<file path="config.mk">
export PLATFORM = sky130hd
export DESIGN_NAME = ledscan_ctrl
export DESIGN_NICKNAME = d
export VERILOG_FILES = /design/src/rtl/ledscan_ctrl.sv
export SDC_FILE = /design/constraint.sdc
export NUM_CORES = 1
export LEC_CHECK = 0
export BUFFER_PORTS_ARGS = -buffer_cell sky130_fd_sc_hd__buf_2
export CORE_UTILIZATION = 53
export DETAILED_ROUTE_END_ITERATION = 8
export HOLD_SLACK_MARGIN = 0.08
export PLACE_DENSITY = 0.86
export SYNTH_ARGS = -nofsm -noshare
export SYNTH_HDL_FRONTEND = slang
export SYNTH_SLANG_ARGS = --single-unit
</file>
<file path="constraint.sdc">
create_clock -name clock -period 5.66 [get_ports clock]
set_input_delay 1.132 -clock clock [delete_from_list [all_inputs] [get_ports clock]]
set_output_delay 1.132 -clock clock [all_outputs]
set_load 0.02 [all_outputs]
</file>
<file path="src/rtl/ledscan_ctrl.sv">
// ---------------------------------------------------------------------------
// ledscan_ctrl
//   Time-multiplexed scanner for common-anode 7-seg / LED digit banks.
//   NDIG digits share one segment bus. Each digit owns a slot of 16 sub-ticks.
//   One sub-tick lasts DIV clocks. The first BLANK sub-ticks of every slot are
//   dark, which stops ghosting between neighbouring digits. After the gap,
//   brightness is a 16-level PWM count of lit sub-ticks. A digit can also be
//   blinked, using one bit of a free-running frame counter.
//
// Ports
//   clock          in   1          system clock
//   rst            in   1          asynchronous, active-low reset
//   en             in   NDIG       per-digit enable (1 = digit may light)
//   display        in   NDIG*SEGW  packed [NDIG-1:0][SEGW-1:0] segment patterns
//   blink          in   NDIG       per-digit blink request
//   bright         in   4          brightness, 0 = dark, 15 = max
//   targeten       out  NDIG       digit selects, active-low (1 = off)
//   targetdisplay  out  SEGW       segment pattern of the digit being scanned
//   frame_start    out  1          1-cycle pulse when the scan wraps to digit 0
//
// All outputs are registered from the current state. They therefore trail a
// state change by one clock. en, blink and bright are sampled live every cycle.
// ---------------------------------------------------------------------------
module ledscan_ctrl #(
  parameter int NDIG       = 8,
  parameter int SEGW       = 8,
  parameter int DIV        = 1000,
  parameter int BLANK      = 1,
  parameter int BLINK_LOG2 = 5
) (
  input  logic                   clock,
  input  logic                   rst,
  input  logic [NDIG-1:0]        en,
  input  logic [NDIG*SEGW-1:0]   display,
  input  logic [NDIG-1:0]        blink,
  input  logic [3:0]             bright,
  output logic [NDIG-1:0]        targeten,
  output logic [SEGW-1:0]        targetdisplay,
  output logic                   frame_start
);

  localparam int PCW  = (DIV > 1) ? $clog2(DIV) : 1;
  localparam int SELW = $clog2(NDIG);

  localparam logic [PCW-1:0]  PC_LAST  = PCW'(DIV - 1);
  localparam logic [SELW-1:0] SEL_LAST = SELW'(NDIG - 1);
  localparam logic [4:0]      BLANK5   = 5'(BLANK);
  localparam logic [4:0]      MAX_LIT  = 5'(16 - BLANK);

  // State
  logic [PCW-1:0]        pc;
  logic [3:0]            sub;
  logic [SELW-1:0]       sel;
  logic [BLINK_LOG2-1:0] frame;
  logic [SEGW-1:0]       shadow;

  logic [NDIG-1:0][SEGW-1:0] disp_a;
  assign disp_a = display;

  // Timing events
  logic            tick;
  logic            slot_end;
  logic            wrap;
  logic [SELW-1:0] sel_next;

  assign tick     = (pc == PC_LAST);
  assign slot_end = tick && (sub == 4'd15);
  // sel is compared against NDIG-1 explicitly. A non-power-of-2 NDIG then
  // never lets sel run into the unused codes.
  assign wrap     = slot_end && (sel == SEL_LAST);
  assign sel_next = (sel == SEL_LAST) ? '0 : sel + SELW'(1);

  // Lit decision, taken from the registered state and the live inputs
  logic [4:0] bright_eff;
  logic [4:0] sub_off;
  logic       lit;

  always_comb begin
    bright_eff = ({1'b0, bright} < MAX_LIT) ? {1'b0, bright} : MAX_LIT;
    sub_off    = {1'b0, sub} - BLANK5;
    // The subtraction may wrap during the blank gap. The sub >= BLANK term
    // masks that case.
    lit        = en[sel]
                 && ({1'b0, sub} >= BLANK5)
                 && (sub_off < bright_eff)
                 && !(blink[sel] && frame[BLINK_LOG2-1]);
  end

  always_ff @(posedge clock or negedge rst) begin
    if (!rst) begin
      pc            <= '0;
      sub           <= '0;
      sel           <= '0;
      frame         <= '0;
      shadow        <= '0;
      targeten      <= '1;
      targetdisplay <= '0;
      frame_start   <= 1'b0;
    end else begin
      pc <= tick ? '0 : pc + PCW'(1);

      if (tick) begin
        sub <= sub + 4'd1;
      end

      if (slot_end) begin
        sel    <= sel_next;
        // Latch the pattern for the slot that is about to start. Writes to
        // display during a slot then cannot tear the digit being shown.
        shadow <= disp_a[sel_next];
      end

      if (wrap) begin
        frame <= frame + BLINK_LOG2'(1);
      end

      targeten      <= lit ? ~(NDIG'(1) << sel) : '1;
      targetdisplay <= shadow;
      frame_start   <= wrap;
    end
  end

endmodule

</file>
==> metrics.md, run 1 <==
| Metric | Value |
|---|---|
| Crit-path most repeated cell | `ha_1` |
| Register area | `1190 um^2` |
| Final core utilization | `70.1%` |
| TritonCTS clock tree | `done` |
| FMAX | `422 MHz` |
| Reg2reg path depth | `7` |
| # port buffers | `102` |
| Worst r2r dst | `shadow[5]` |
| Number of synthesized flops with an enable pin | `0` |
| First-pass GRT wire length | `10.2 mm` |
| Rows | `25` |
| Gr ovfl total | `0` |
| Clock group share of total power | `39.6%` |
| Final hold slack | `0.389 ns` |
| Delay-heaviest family, CP | `adder cells` |
| Seq/Total Area, Yosys | `43.9%` |
| Slew HR | `34.0%` |
| Final worst path period need | `2.37 ns` |
| Root buf cell | `clkbuf_8` |
| Slowest stage delay, CP | `0.50 ns` |
| RSZ-0062 raised after global routing | `no` |
| Final setup viols | `0` |
| Min-Delay Path Depth | `0` |
| Seq pwr share | `around 52%` |
| Commonest non-fill, non-tap cells in the layout | `buf_2 (102), dfrtp_1 (39), nand2_1 (26)` |
| Hold Fails Final Rpt | `0` |
| Worst reg2reg setup slack | `between 3 and 4 ns` |
| DRC Markers | `0` |
| CP arrival | `2.56 ns` |
| Antenna Violating Nets Remaining | `0` |
| Vias in the first global route | `2322` |
| DR vias | `2288` |
| CP max stage cell | `dfrtp_1` |
| Layout area overhead | `25.0%` |
| Mapped Area | `2700 um^2` |
| Avg Cell Area, Syn | `10.7 um^2` |
| Worst skew pair latency | `0.30 ns` |
| Via density | `5.43` |
| Largest net degree at the start of global routing | `48` |
| Nets | `453` |
| Worst R2R Start | `sel[0]` |
| Core area | `4820 um^2` |
| Post-synth cell types | `roughly 40` |
| Pwr Density | `190 nW/um^2` |
| Worst path cell trace | `ha_1 > ha_1 > nor2_2 > buf_4 > mux2_2 > o22ai_1 > o31ai_1` |
| Synth Net Count | `352` |
| Die height | `approximately 73 um` |
| CP max FO | `33` |
| Pin slew with the least headroom to its limit | `0.990 ns` |
| Total number of H-tree levels | `2` |
| Critical Path Source Type | `register` |
| Post-CTS setup buffer count | `0` |
| Combinational power share | `8.1%` |
| Asr flop ratio synth | `100%` |
| Leak Pwr | `1.62 nW` |
| Post-route cell area | `roughly 3400 um^2` |
| Number of gates resized after cts | `0` |
| WL/cell | `14.7 um` |
| CTS Buf Count | `5` |
| Top cells by area, synth | `dfrtp_1 (36%), dfstp_2 (7.8%), mux2_2 (7.5%)` |
| Crit path buf inv count | `1` |
| Setup TNS | `0 ns` |
| Most common cell after layout, fill and taps aside | `buf_2` |
| Status | `finished, final reports clean` |
| Top FF cell, synth | `dfrtp_1` |
| Deepest clock path buffer count | `2` |
| DIE AREA | `5380 um^2` |
| CP required | `5.85 ns` |
| DP Area | `3260 um^2` |
| Multi-input gate area | `~1400 um^2` |
| Pre-antenna DRT Iters | `4` |
| Die span in x | `73.4 um` |
| I/O pins | `approximately 100` |
| Reg clk slew, reported paths | `about 0.09 ns` |
| # clock sinks | `47` |
| Worst vdd ir | `0.111 mV` |
| Number of max-cap violations | `0` |
| Critical path type | `register to register` |
| Initial antenna violation count | `0` |
| Routed WL | `6.20 mm` |
| Clock skew | `0.00674 ns` |
| Fill count | `between 300 and 400` |
| Synth warnings | `0` |
| Starting Density | `56.1%` |
| GP Congestion | `0.825` |
| Sw Ratio | `20.7%` |
| Hold EP | `targetdisplay[1]` |
| DP Wirelength | `4.73 mm` |
| Top-area cell type share of the netlist area | `36.1%` |
| Setup crit end kind | `register` |
| Hold path start | `shadow[1]` |
| Syn Inst Count | `252` |
| Max-slew violations | `0` |
| Hold Crit Class | `register to register` |
| Cell taking the most area after synthesis | `dfrtp_1` |
| Internal Power | `roughly 510 uW` |
| # hold bufs at CTS | `0` |
| Layout cells sized above 1 | `41.2%` |
| DRT iter0 DRCs | `130` |
| #FFs+latches synth | `between 40 and 50` |
| P_sw | `133 uW` |
| GR Util All Layers | `25.3%` |
| ANT cells | `0` |
| Period utilisation layout | `a little over two fifths` |
## per-stage QoR
stage	cells	power (mW)	setup slack [ns]
floorplan	252	0.358	3.55
global placement	413	0.394	3.36
detailed placement	413	0.395	3.29
CTS	421	0.645	3.27
global route	421	0.661	3.00
finish	421	0.642	3.29
## synthesized netlist by cell type, drive strengths merged, types with 2 or more instances
cell	n
or2	2
nor2	13
dfstp	8
and3	3
and4	2
a22o	2
nor2b	6
clkbuf	2
o21ai	4
ha	14
xor2	5
mux4	3
xnor2	9
dfrtp	39
nand2b	10
inv	11
nor3	3
o22ai	8
mux2i	9
nand2	26
nand4	10
buf	7
o31ai	9
a32o	8
mux2	18
a21o	2
nand3	6
a21oi	4
o21bai	2
## per-layer routing
layer | share of wire (%) | vias to the layer above | GRT usage [%]
met2 | 49 | 88 | 44.4
li1 | - | 1112 | -
met1 | 44 | 1079 | 31.3
met3 | 5.9 | 9 | 6.04
met4 | 1.2 | 0 | 6.84
met5 | 0 | - | 0
## power by group through the flow
stage          clock, mW  combinational [mW]  sequential (mW)
6_report           0.254              0.0522            0.336
2_1_floorplan          0              0.0153            0.342
3_3_place_gp           0              0.0513            0.342
3_5_place_dp           0              0.0526            0.342
5_1_grt            0.267              0.0585            0.336
4_1_cts            0.257              0.0530            0.336
## kinds of logic after synthesis
group,after synthesis,synth area share [%]
muxes,30,13.3
DFF,47,43.9
and+or+nand+nor,85,17.0
buffers and inverters,20,3.20
xor gates and xnor gates,14,4.54
AOI/OAI and AO/OA,42,11.5
adders and majority gates,14,6.49
## sequential cells by signal, indices dropped and copies added (netlist names)
| register | count |
|---|---|
| frame_start | 1 |
| pc | 10 |
| shadow | 8 |
| targeten | 8 |
| sel | 3 |
| targetdisplay | 8 |
| sub | 4 |
| frame | 5 |
## how the worst max path moves through the flow
stage	from	to	slack (ns)	cells past startpoint
floorplan	bright[2]	targeten[3]	3.55	6
global placement	pc[0]	shadow[7]	3.36	5
detailed placement	sel[0]	shadow[1]	3.29	7
CTS	pc[0]	shadow[1]	3.27	5
global route	pc[0]	shadow[5]	3.00	5
finish	sel[0]	shadow[5]	3.29	7
## area by class of cell
class	count	area share (%)
Multi-Input combinational cell	185	42.3
Clock inverter	2	1.04
Inverter	11	1.22
Timing Repair Buffer	103	15.4
Clock buffer	6	2.45
Sequential cell	47	35.2
Tap cell	67	2.48
No activity file was read; power rests on OpenSTA's default activity.
==> run 2, diff against run 1 <==
CORE_UTILIZATION = 49   (was 53)
PLACE_DENSITY = 0.8   (was 0.86)
clock period = 2.39 ns   (was 5.66 ns; I/O delays follow)
==> run 2 against run 1 <==
- first-iteration DRC count decreased by 19%
- design area is 1.7% higher
- utilization fell by 4.1 points
- worst hold slack worse by 0.27 ns
- flip-flop and latch count did not move
- non-clock buffer count rose by 7
- combinational power up 150%
- clock-buffer cell count shrank 1
- sequential power is 140% higher
- via count increased by 2.3%
- global-route usage is 2.0 points lower
- largest cell class unchanged
- highest routed layer unchanged
==> metrics.md, run 2 (synthesis results as in run 1) <==
| Metric | Value |
|---|---|
| Layout area overhead | `27.2%` |
| Internal Power | `1.18 mW (+130%)` |
| Die height | `76.2 um (+3.9%)` |
| Nets | `460 (+1.5%)` |
| Max-slew violations | `0 (unchanged)` |
| Worst r2r dst | `targeten[3]` |
| DP Wirelength | `4.87 mm (+3.0%)` |
| Initial antenna violation count | `0 (unchanged)` |
| Delay-heaviest family, CP | `compound AO/OA/AOI/OAI gates` |
| Final cell count without fillers | `431 (+2.4%)` |
| First-pass GRT wire length | `10.7 mm (+4.9%)` |
| CP max stage cell | `dfrtp_1` |
| TritonCTS clock tree | `done` |
| DRT iter0 DRCs | `105 (-19%)` |
| Vias in the first global route | `2377 (+2.4%)` |
| Slowest stage delay, CP | `0.44 ns (-0.06 ns)` |
| Clock skew | `0.00809 ns (+0.00135 ns)` |
| # hold bufs at CTS | `0 (unchanged)` |
| Hold Crit Class | `input pin to asynchronous set/reset pin` |
| Worst vdd ir | `0.226 mV (+100%)` |
| DRC Markers | `0 (unchanged)` |
| FMAX | `483 MHz (+14%)` |
| GP Congestion | `0.879 (+6.6%)` |
| Reg2reg path depth | `8 (+1)` |
| Layout cells sized above 1 | `42.1% (+0.86 points)` |
| Setup TNS | `0 ns (unchanged)` |
| # port buffers | `102 (unchanged)` |
| Critical path depth | `8 (+1)` |
| CTS Buf Count | `5 (unchanged)` |
| Seq pwr share | `53.4% (+1.1 points)` |
| Leak Pwr | `1.66 nW (+2.3%)` |
| Pre-antenna DRT Iters | `4 (unchanged)` |
| Combinational power share | `8.6% (+0.5 points)` |
| Routed WL | `6.29 mm (+1.5%)` |
| Critical Path Source Type | `register` |
| Fill count | `421 (+17%)` |
| Antenna Violating Nets Remaining | `0 (unchanged)` |
| Slew HR | `58.2% (+24 points)` |
| Worst reg2reg setup slack | `0.32 ns (-2.97 ns)` |
| Worst path cell trace | `inv_1 > ha_1 > xor2_1 > ha_1 > a21oi_1 > o21ai_0 > a21oi_1 > nand4_1` |
| Worst skew pair latency | `0.30 ns (about the same)` |
| Max reg flops | `10 (unchanged)` |
| Setup crit end kind | `register` |
| I/O pins | `103 (unchanged)` |
| Number of gates resized after cts | `0 (unchanged)` |
| CP arrival | `2.28 ns (-0.28 ns)` |
| Total number of H-tree levels | `2 (unchanged)` |
| RSZ-0062 raised after global routing | `no` |
| Via density | `5.43 (about the same)` |
| Critical path type | `register to register` |
| CP required | `2.59 ns (-3.26 ns)` |
| Pin slew with the least headroom to its limit | `0.626 ns (-0.364 ns)` |
| Post-CTS setup buffer count | `0 (unchanged)` |
| Register area | `1190 um^2 (unchanged)` |
| WL/cell | `14.6 um (-0.82%)` |
| Multi-input gate area | `1430 um^2 (unchanged)` |
| Die span in x | `76.2 um (+3.9%)` |
| Final setup viols | `0 (unchanged)` |
| Core area | `5200 um^2 (+8.1%)` |
| Crit path buf inv count | `1 (unchanged)` |
| Critical path destination | `targeten[3]` |
| Number of max-cap violations | `0 (unchanged)` |
| Pwr Density | `434 nW/um^2 (+130%)` |
| Root buf cell | `clkbuf_8` |
| CP max FO | `6 (-82%)` |
| P_sw | `314 uW (+140%)` |
| # clock sinks | `47 (unchanged)` |
| Most common cell after layout, fill and taps aside | `buf_2` |
| Worst R2R Start | `sub[0]` |
| Top reg by flops | `pc` |
| Deepest clock path buffer count | `2 (unchanged)` |
| Starting Density | `51.9% (-4.2 points)` |
| Gr ovfl total | `0 (unchanged)` |
| Final worst path period need | `2.07 ns (-0.296 ns)` |
| DR vias | `2341 (+2.3%)` |
| Reg clk slew, reported paths | `0.09 ns (about the same)` |
| Commonest non-fill, non-tap cells in the layout | `buf_2 (102), dfrtp_1 (39), nand2_1 (26)` |
| Inst Count DP | `423 (+2.4%)` |
| Largest net degree at the start of global routing | `34 (-29%)` |
| CP startpoint | `sub[0]` |
| ANT cells | `0 (unchanged)` |
| GR Util All Layers | `23.3% (-2.0 points)` |
| Power, Total | `1.49 mW (+130%)` |
| Clock group share of total power | `38.0% (-1.6 points)` |
| Hold Fails Final Rpt | `0 (unchanged)` |
| Sw Ratio | `21.1% (+0.36 points)` |
| DIE AREA | `5810 um^2 (+7.9%)` |
| Period utilisation layout | `86.7% (+45 points)` |
| Rows | `26 (+4.0%)` |
| Status | `finished, final reports clean` |
==> run 2: cell types whose count changed in the layout (fill, tap and decap cells not counted) <==
| cell | change |
|---|---|
| clkinv_1 | +1 |
| buf_4 | +6 |
| clkbuf_8 | -1 |
| buf_12 | +1 |
==> run 2: routing by layer <==
metal | vias up | global-route usage (%) | share of wire, %
li1 | 1122 | - | -
met1 | 1109 | 28.8 | 42
met2 | 102 | 39.0 | 50
met3 | 8 | 6.47 | 7.3
met4 | 0 | 8.08 | 1.4
met5 | - | 0 | 0
==> run 2: worst register-to-register path, stage by stage, from the launching register on <==
cell     delay (ns)
dfrtp_1        0.44
inv_1          0.10
ha_1           0.23
xor2_1         0.15
ha_1           0.31
a21oi_1        0.11
o21ai_0        0.14
a21oi_1        0.35
nand4_1        0.16
==> run 2: cell type report <==
type | instances | share of cell area, %
clock inverters | 3 | 1.13
well taps | 70 | 2.55
clock buffers | 5 | 2.00
flip-flops and latches | 47 | 34.5
repair buffers | 110 | 17.0
inverters | 11 | 1.20
multi-input cells | 185 | 41.6
==> run 2: worst min path at each step <==
stage | startpoint | end | slack, ns | cells past startpoint
after floorplan | rst | frame[0] | 0.18 | 0
after global placement | shadow[7] | targetdisplay[7] | 0.36 | 0
after detailed placement | shadow[0] | targetdisplay[0] | 0.37 | 0
after CTS | rst | targetdisplay[6] | 0.13 | 1
after global routing | rst | pc[7] | 0.14 | 1
final | rst | shadow[6] | 0.12 | 1
==> run 2: power by group through the flow <==
| stage | sequential [mW] | clock, mW | combinational [mW] |
|---|---|---|---|
| floorplan | 0.811 | 0 | 0.0363 |
| CTS | 0.795 | 0.573 | 0.130 |
| global placement | 0.810 | 0 | 0.129 |
| detailed placement | 0.810 | 0 | 0.129 |
| finish | 0.795 | 0.567 | 0.128 |
| global route | 0.795 | 0.614 | 0.144 |
==> run 2: metrics by stage <==
stage | util [%] | hold WS, ns | setup WS [ns] | instance area, um^2
global route | 66.0 | 0.135 | 0.0742 | 3430
finish | 66.0 | 0.115 | 0.319 | 3430
floorplan | - | 0.182 | 0.339 | 2700
CTS | 66.0 | 0.129 | 0.334 | 3430
global placement | 63.9 | 0.358 | 0.379 | 3330
detailed placement | 63.9 | 0.372 | 0.358 | 3330
==> run 3, diff against run 2 <==
CORE_UTILIZATION = 51   (was 49)
CTS_BUF_LIST = sky130_fd_sc_hd__clkbuf_4   (was default)
PLACE_DENSITY = 0.83   (was 0.8)
REMOVE_ABC_BUFFERS = 1   (was default)
==> run 3 against run 2 <==
- total power decreased by 6.9%
- utilization increased by 0.67 points
- largest power group unchanged
- global-route usage decreased by 0.60 points
- flip-flop and latch count unchanged
- register-to-register slack about the same
- die area decreased by 3.8%
- critical path depth decreased by 1
- worst setup slack improved by 0.0078 ns
==> metrics.md, run 3 (synthesis results as in run 1) <==
| Metric | Value |
|---|---|
| I/O pins | `103 (unchanged)` |
| # port buffers | `102 (unchanged)` |
| Most common cell after layout, fill and taps aside | `buf_2` |
| Hold EP | `targetdisplay[4]` |
| First-pass GRT wire length | `9.40 mm (-12%)` |
| Routed WL | `5.89 mm (-6.5%)` |
| WL/cell | `13.7 um (-6.2%)` |
| FMAX | `485 MHz (+0.38%)` |
| GP Congestion | `0.784 (-11%)` |
| CP arrival | `2.31 ns (+0.03 ns)` |
| Hold Fails Final Rpt | `0 (unchanged)` |
| DP Area | `3320 um^2 (-0.23%)` |
| Layout area overhead | `26.0%` |
| Inst Count DP | `422 (-0.24%)` |
| Number of gates resized after cts | `0 (unchanged)` |
| ANT cells | `0 (unchanged)` |
| Number of max-cap violations | `0 (unchanged)` |
| Reg2reg path depth | `7 (-1)` |
| Worst skew pair latency | `0.36 ns (+0.06 ns)` |
| Via density | `5.36 (-1.4%)` |
| Worst vdd ir | `0.268 mV (+18%)` |
| Clock skew | `0.00534 ns (-0.00275 ns)` |
| DP Wirelength | `4.80 mm (-1.5%)` |
| Nets | `460 (unchanged)` |
| Die height | `74.8 um (-1.9%)` |
| CP max FO | `33 (+27)` |
| DR vias | `2303 (-1.6%)` |
| TritonCTS clock tree | `done` |
| Status | `finished, final reports clean` |
| Deepest clock path buffer count | `2 (unchanged)` |
| Setup TNS | `0 ns (unchanged)` |
| DIE AREA | `5590 um^2 (-3.8%)` |
| Post-route cell area | `3400 um^2 (-0.87%)` |
| Starting Density | `52.9% (+0.99 points)` |
| Layout cells sized above 1 | `41.9% (-0.16 points)` |
| Initial antenna violation count | `0 (unchanged)` |
| Worst R2R Start | `sel[0]` |
| # clock sinks | `47 (unchanged)` |
| Gr ovfl total | `0 (unchanged)` |
| CP required | `2.63 ns (+0.04 ns)` |
| Final setup viols | `0 (unchanged)` |
| Final cell count without fillers | `430 (-0.23%)` |
| Critical Path Source Type | `register` |
| Worst r2r dst | `shadow[4]` |
| Period utilisation layout | `86.3% (-0.33 points)` |
| Reg clk slew, reported paths | `0.12 ns (+0.03 ns)` |
| Hold Crit Class | `register to register` |
| Final worst path period need | `2.06 ns (-0.00781 ns)` |
| Largest net degree at the start of global routing | `34 (unchanged)` |
| Final hold slack | `0.395 ns (+0.280 ns)` |
| Max reg flops | `10 (unchanged)` |
| Min-Delay Path Depth | `0` |
| Setup crit end kind | `register` |
| CTS Buf Count | `5 (unchanged)` |
| Root buf cell | `clkbuf_4` |
| DRT iter0 DRCs | `113 (+7.6%)` |
| Max-slew violations | `0 (unchanged)` |
| GR Util All Layers | `22.7% (-0.60 points)` |
| RSZ-0062 raised after global routing | `no` |
| Top reg by flops | `pc` |
| Pre-antenna DRT Iters | `4 (unchanged)` |
| Worst reg2reg setup slack | `0.33 ns (about the same)` |
| Core area | `5110 um^2 (-1.9%)` |
| Post-CTS setup buffer count | `0 (unchanged)` |
| Hold path start | `shadow[4]` |
| Total number of H-tree levels | `2 (unchanged)` |
| Commonest non-fill, non-tap cells in the layout | `buf_2 (102), dfrtp_1 (39), nand2_1 (26)` |
| Slew HR | `61.1% (+2.9 points)` |
| Pwr Density | `408 nW/um^2 (-6.1%)` |
| Pin slew with the least headroom to its limit | `0.582 ns (-0.0438 ns)` |
| Die span in x | `74.8 um (-1.9%)` |
| Critical path type | `register to register` |
| Antenna Violating Nets Remaining | `0 (unchanged)` |
| DRC Markers | `0 (unchanged)` |
| Leak Pwr | `1.64 nW (-0.91%)` |
| Vias in the first global route | `2128 (-10%)` |
| Rows | `26 (unchanged)` |
| Final core utilization | `66.6% (+0.67 points)` |
[run 3: worst max-delay path, stage by stage (launching register included)]
cell     delay, ns
dfrtp_1       0.41
ha_1          0.23
ha_1          0.29
nor2_2        0.16
buf_12        0.21
mux2_2        0.36
o22ai_1       0.18
o31ai_1       0.10
[run 3: metrics by stage]
stage,worst slack (ns),power (mW)
after floorplan,-0.210,0.847
after global placement,0.380,0.935
after detailed placement,0.329,0.938
after CTS,0.305,1.40
after global routing,0.134,1.44
final,0.326,1.39
[run 3: area by class of cell]
type	count	area, um^2
multi-input combinational	185	1430
timing repair buffer	110	586
tap	70	87.6
inverter	11	41.3
clock buffer	6	45.0
sequential	47	1190
clock inverter	1	30.0
fill	412	1700
[run 3: report_power, final]
| part | leakage (nW) | internal [mW] | switching [mW] |
|---|---|---|---|
| clock | 0.0417 | 0.227 | 0.236 |
| combinational | 1.07 | 0.0759 | 0.0519 |
| sequential | 0.531 | 0.796 | 0 |
[run 3: worst max-delay path by stage]
stage,cells after the start,from,end,slack [ns]
2_1_floorplan,6,sel[0],shadow[1],-0.21
3_3_place_gp,7,sel[0],shadow[2],0.38
3_5_place_dp,5,pc[0],shadow[6],0.33
4_1_cts,5,pc[0],shadow[6],0.30
5_1_grt,8,sub[0],targeten[1],0.13
6_report,7,sel[0],shadow[4],0.33
[run 3: metal layers]
layer	GRT usage, %	vias to the layer above	routed length [um]
met5	0	-	0
met4	8.81	0	80
met3	5.49	8	302
met2	39.2	91	3020
met1	27.4	1080	2480
li1	-	1124	-
[run 3: what timing repair did]
action,CTS,global route
hold endpoints to repair,12,0
hold buffers,1,0
endpoints found under the setup margin,0,0
